==> src/rtl/rx_port_arbiter.sv <==
// rx_port_arbiter: packet-locked round-robin merge of per-port RX FIFO byte streams,
// with a stall watchdog that drops a grant whose source stops delivering mid-packet.
module rx_port_arbiter #(
  parameter int NUM_PORTS = 4,
  parameter int PORT_W = 2,
  parameter int TIMEOUT = 64,
  parameter int TO_W = 8
) (
  input  logic clk,
  input  logic rst_n,
  input  logic [NUM_PORTS-1:0] in_valid,
  input  logic [8*NUM_PORTS-1:0] in_data,
  input  logic [NUM_PORTS-1:0] in_last,
  output logic [NUM_PORTS-1:0] in_ready,
  output logic out_valid,
  output logic [7:0] out_data,
  output logic out_last,
  output logic out_sop,
  output logic [PORT_W-1:0] out_port,
  input  logic out_ready,
  output logic abort,
  output logic busy
);
  typedef enum logic {IDLE, LOCK} state_t;
  state_t state, state_nx;
  logic [PORT_W-1:0] grant, last_grant, pick;
  logic [TO_W-1:0] stall_cnt;
  logic sop_pend, lock, g_valid, hs, done, expire, found;
  // search starts just above the previous winner so it ends up lowest priority
  always_comb begin
    pick = grant;
    found = 1'b0;
    for (int k = 1; k <= NUM_PORTS; k++) begin
      if (!found && in_valid[(int'(last_grant) + k) % NUM_PORTS]) begin
        pick = PORT_W'((int'(last_grant) + k) % NUM_PORTS);
        found = 1'b1;
      end
    end
  end
  always_comb begin
    lock = state == LOCK;
    g_valid = in_valid[grant];
    out_valid = lock & g_valid;
    out_data = lock ? in_data[8*int'(grant) +: 8] : 8'h00;
    out_last = lock & in_last[grant];
    out_sop = lock & sop_pend & g_valid;
    out_port = grant;
    busy = lock;
    in_ready = lock && out_ready ? NUM_PORTS'(1) << grant : '0;
    hs = out_valid & out_ready;
    done = hs & out_last;
    expire = TIMEOUT > 0 && lock && !g_valid && stall_cnt == TO_W'(TIMEOUT - 1);
    state_nx = state == IDLE ? (|in_valid ? LOCK : IDLE) : (done || expire ? IDLE : LOCK);
  end
  always_ff @(posedge clk or negedge rst_n)
    if (!rst_n) state <= IDLE;
    else state <= state_nx;
  always_ff @(posedge clk or negedge rst_n) begin
    if (!rst_n) begin
      grant <= '0;
      last_grant <= PORT_W'(NUM_PORTS - 1);
      sop_pend <= 1'b0;
      stall_cnt <= '0;
      abort <= 1'b0;
    end else begin
      abort <= expire;
      if (!lock && |in_valid) begin
        grant <= pick;
        sop_pend <= 1'b1;
        stall_cnt <= '0;
      end
      if (lock) begin
        if (hs) sop_pend <= 1'b0;
        if (done || expire) last_grant <= grant;
        // backpressure with valid data is not starvation, so only a missing byte counts
        stall_cnt <= g_valid || TIMEOUT == 0 ? '0 : stall_cnt + TO_W'(1);
      end
    end
  end
endmodule

==> config.mk <==
export PLATFORM = sky130hd
export DESIGN_NAME = rx_port_arbiter
export DESIGN_NICKNAME = d
export VERILOG_FILES = /design/src/rtl/rx_port_arbiter.sv
export SDC_FILE = /design/constraint.sdc
export NUM_CORES = 1
export LEC_CHECK = 0
export BUFFER_PORTS_ARGS = -buffer_cell sky130_fd_sc_hd__buf_2
export CORE_UTILIZATION = 44
export DETAILED_ROUTE_END_ITERATION = 8
export PLACE_DENSITY_LB_ADDON = 0.15
export REMOVE_ABC_BUFFERS = 1
export SYNTH_ARGS = -nofsm -noshare
export SYNTH_HDL_FRONTEND = slang
export SYNTH_SLANG_ARGS = --single-unit
==> constraint.sdc <==
create_clock -name clk -period 1.88 [get_ports clk]
set_input_delay 0 -clock clk [delete_from_list [all_inputs] [get_ports clk]]
set_output_delay 0 -clock clk [all_outputs]
set_load 0.01 [all_outputs]
After elaboration in Yosys (flattened, before gate mapping). Index checks and enable logic that the tools add are counted.

Logic and storage cells: 85. Input bits: 43. Output and inout bits: 19. Register bits: 15.

Muxes and demuxes: 34. Shifts and indexed selects: 2. Eq/ne operators: 1. $lt $le $gt $ge: 5. Reduce and logical (&&, ||, !) cells: 22. Add/sub/neg operators: 5. Bitwise operators: 10.

Operator list (count): 8-bit two-way mux (4); 32-bit by 6-bit indexed part select with 8-bit output (1); 1-bit two-way mux (19); 3-bit by 4-bit < comparator with 1-bit output, second input constant (4); 1-bit binary-select mux with 2-bit select (6); 8-bit by 1-bit adder with 8-bit output, second input constant (1); 8-bit by 6-bit equality test with 1-bit output, second input constant (1); 2-bit two-way mux (4); 2-bit OR reduction (4); 1-bit logical AND (7); 1-bit bitwise AND (6); 1-bit zero test (5); 2-bit by 1-bit adder with 2-bit output, second input constant (2); 2-bit adder, second input constant (2); 1-bit bitwise AND, first input constant (4); 4-bit two-way mux (1); 2-bit AND reduction (2); 4-bit nonzero test (1); 4-bit OR reduction (1); 1-bit by 2-bit << shifter with 4-bit output, first input constant (1); 2-bit by 3-bit < comparator with 1-bit output, second input constant (1); 2-bit nonzero test (1); 1-bit logical OR (1).

Longest topological paths before layout.
Depth after elaboration: 17. Gate-level depth with buffers: 5. Mapped depth without buffers: 4.

Least setup slack after synthesis. No wires, ideal clock.

Path type: flip-flop to flip-flop. From: register grant[0] (netlist: out_port[0]). To: register last_grant[0]. Required time: 1.798 ns. Cell stages (with the launch flop): 5. Period minus slack after synthesis: 1.819 ns. Slack: 0.061 ns. Setup time: 0.082 ns. Data arrival time: 1.737 ns. Path buffers: 1. Path through: dfrtp_1 -> buf_6 -> mux4_2 -> o211ai_1 -> mux2_2.

Word-level cells in the longest chain between the ends: 7. Elaborated cells on any way between the ends: 13. Those cells by class: mux: 4; bitwise: 4; reduce/logical: 5.

RTL lines: from (decl) (RTL line 26) `logic [PORT_W-1:0] grant, last_grant, pick;`; from (signal assigned) (RTL line 68) `grant <= pick;`; 1-bit binary-select mux with 2-bit select (RTL line 42) `g_valid = in_valid[grant];`; 1-bit two-way mux (implied by the code) (RTL line 42); 1-bit bitwise AND / 1-bit zero test (equally long branches) (RTL line 43, 52); 1-bit bitwise AND / 1-bit logical AND (equally long branches) (RTL line 50, 52); 1-bit bitwise AND / 1-bit logical AND (equally long branches) (RTL line 51, 52); 1-bit logical OR (RTL line 74) `if (done || expire) last_grant <= grant;`; 2-bit AND reduction (no source line); to (signal assigned) (RTL line 61) `last_grant <= PORT_W'(NUM_PORTS - 1);`; to (signal assigned) (RTL line 74); to (decl) (RTL line 26).

Several ways; a longest one is shown, not always the timed one. The select of a mux whose other input is x is not followed. A chain may end at the register's enable or synchronous reset.

Worst setup path in the final report.
From: register grant[0] (netlist: out_port[0]). To: output out_data[7].

Word-level cells in the longest chain between the ends: 2.

RTL lines: 32-bit by 6-bit indexed part select with 8-bit output (RTL line 44) `out_data = lock ? in_data[8*int'(grant) +: 8] : 8'h00;`; 8-bit two-way mux (RTL line 44); to (decl) (RTL line 16) `output logic [7:0] out_data,`.

No other way between the ends.

==> results.toml <==
[clocking]
clock-sinks = 15
max-clock-path-buffers = 2
h-tree-depth = 1
cts.clk_slew.worst_paths_ps = 90
post_cts_buffers = 0
clk_latency_ps = 280
cts.root.buffer_cell = "clkbuf_4"
tritoncts = "built"
numCtsBuffers = 3

[finish]
nFillCells = 215
drive_gt1_share_pct = 39.9
final_nets = 233
mostFrequentLayoutCells = "61 x buf_2, 13 x dfrtp_1, 12 x and2_1"
insertedDiodeCount = 0
final_common_cell = "buf_2"
multi_input_area_um2 = 762
design_area_mm2 = 0.00157
regArea_um2 = 378
area_growth_pct = 30.7

[logic_synthesis]
synthFlopType = "dfrtp_1"
yosysWarnings = 0
synth-compound-area-share_pct = 14.4
synth_seq_cells = 15
synthesis.area_mm2 = 0.00120
synthArstFlopShare_pct = 100
synth.distinct_cells = 40
synthXorXnorAreaFrac_pct = 1.46
synth-simple-area-share_pct = 24.7
synth_area_per_cell_um2 = 9.54
synthCells = 126
synth_edf_count = 0
seq_area_frac_synth_pct = 31.4
synthMuxAreaShare_pct = 21.9
synth_fa_ha_area_share_pct = 1.04
synth_top_family_by_area = "simple AND/OR/NAND/NOR gates"

[worst_setup_path]
rrSetupSlack_ps = 140
rr_worst_depth = 3
cp_top_family = "multiplexers"
required_ps = 1880
worstReg2RegStart = "out_port[0]$_DFFE_PN0P_"
cp_num_buf_inv = 2
arrival_ps = 1760
start_kind = "register"
worst_path_largest_cell_delay_ps = 560
r2r-end = "last_grant[0]$_DFFE_PN1P_"
critPathKind = "reg2out"
crit_chain = "buf_6 > mux4_1 > and2_1 > buf_2"
end_kind = "output pin"
worst-path-max-fanout = 18
cp_slowest_cell = "mux4_1"

[outcome]
status = "finished, final reports clean"

[timing]
finalSetupViolations = 0
fin_skew_ps = 1.49
period_needed_ps = 1760
grt_setup_unrepaired = "false"
post-route-period-util_pct = 93.4
maxSlewViolCount = 0
max_freq_mhz = 570
slew_headroom_pct = 57.9
tightest_slew_ps = 631
hold_viol = 0
setup_tns_ps = 0

[flow_run]
maxCapViolCount = 0

[floorplan]
initial_core_util_pct = 47.7
dieHeight_um = 54.3
core_area_mm2 = 0.00252
ios = 62
fp.dieArea_mm2 = 0.00295
die_w_um = 54.3
num_rows = 18

[detailed_routing]
viasPerCell = 5.48
drt_iter0_drc = 19
drt_first_pass_iters = 4
ant_nets = 0
vias = 1194
finalWirelength_um = 3030
wl_per_cell_um = 13.9
drc = 0

[min_path]
hold_path_end = "sop_pend$_DFF_PN0_"
hold_path_depth = 4
hold_class = "in2reg"
hp-start = "out_ready"

[placement]
place_area_mm2 = 0.00153
globalplace.congestion = 0.755
io_buffers = 61
dpl.hpwl_um = 2340

[global_routing]
grt-ovfl-total = 0
grt_pass1_vias = 1095
antenna_found_initial = 0
track_usage_pct = 23.1
grt_pass1_wl_um = 4810
grt_max_degree = 23

[power]
peakVddDrop_v = 0.000879
cellLeakagePower_nw = 0.795
powerDensity_mw_per_mm2 = 1230
==> logic make-up after synthesis <==
kind of cell	count (synthesis)
compound gates	27
xor+xnor	2
fa+ha+maj	1
simple gates	54
mux	13
flops	15
buf+inv	14
==> synth_stat cells, drive strengths merged, types with 2 or more instances <==
| master | number | area (um2) |
|---|---|---|
| a31oi | 4 | 25.0 |
| and2 | 12 | 75.1 |
| mux4 | 9 | 221 |
| o22ai | 2 | 12.5 |
| nor2b | 2 | 12.5 |
| and3 | 3 | 18.8 |
| a21o | 2 | 15.0 |
| dfrtp | 13 | 325 |
| o221ai | 2 | 17.5 |
| xor2 | 2 | 17.5 |
| mux2i | 3 | 30.0 |
| or3 | 3 | 18.8 |
| nand2b | 5 | 38.8 |
| inv | 7 | 26.3 |
| clkbuf | 4 | 16.3 |
| nor3 | 2 | 10.0 |
| dfstp | 2 | 52.6 |
| nand2 | 9 | 33.8 |
| a21oi | 5 | 25.0 |
| buf | 3 | 20.0 |
| nand3 | 3 | 15.0 |
| o21ai | 7 | 35.0 |
| nor2 | 10 | 37.5 |
==> metrics by stage <==
stage	hold WS (ps)	power, W	setup WS [ps]	std cells	utilization, %
floorplan	-296	0.00132	-220	119	-
global placement	-82.8	0.00170	214	213	60.7
detailed placement	-81.4	0.00174	168	213	60.7
CTS	53.5	0.00193	69.6	218	62.2
global route	61.1	0.00210	3.95	218	62.3
finish	61.0	0.00193	125	218	62.3
==> worst max path at each step <==
stage | startpoint | endpoint | slack (ps) | cells past startpoint
global placement | out_port[0]$_DFFE_PN0P_ | last_grant[0]$_DFFE_PN1P_ | 210 | 3
global route | out_port[0]$_DFFE_PN0P_ | out_data[3] | 4 | 4
detailed placement | out_port[0]$_DFFE_PN0P_ | last_grant[0]$_DFFE_PN1P_ | 170 | 3
floorplan | out_port[0]$_DFFE_PN0P_ | last_grant[0]$_DFFE_PN1P_ | -220 | 3
CTS | out_port[0]$_DFFE_PN0P_ | out_data[7] | 70 | 4
finish | out_port[0]$_DFFE_PN0P_ | out_data[7] | 120 | 4
==> power breakdown <==
part,switching [W],leakage [nW],total [W],internal (W)
sequential,0.000133,0.188,0.000557,0.000424
clock,0.000105,0.0150,0.000188,0.0000825
combinational,0.000566,0.592,0.00118,0.000618
==> tightest hold or removal path, stage by stage <==
cell     delay, ps
buf_2          130
nand2_1         60
nand2_1         60
a21oi_1         60
==> registers in the layout, indices dropped and copies added, names as in the netlist <==
| name | flops |
|---|---|
| abort | 1 |
| busy | 1 |
| last_grant | 2 |
| out_port | 2 |
| sop_pend | 1 |
| stall_cnt | 8 |
==> final cells by class <==
cell class / instances / share of cell area (%)
inverter: 7 / 1.67
clock buffer: 4 / 1.67
multi-input combinational: 97 / 48.5
tap: 30 / 2.39
timing repair buffer: 65 / 21.7
sequential: 15 / 24.0
==> routing by layer <==
metal	up-vias	wire, um	track usage (%)
li1	593	-	-
met2	36	1490	40.9
met1	563	1320	27.8
met3	2	201	6.11
met4	0	16	5.13
met5	-	0	0
==> what timing repair did <==
action                     4_1_cts  5_1_grt
hold endpoints to repair        15        0
gates resized for setup          0        1
setup endpoints to repair        0        3
hold buffers                     1        0
(Power assumes the default switching activity.)
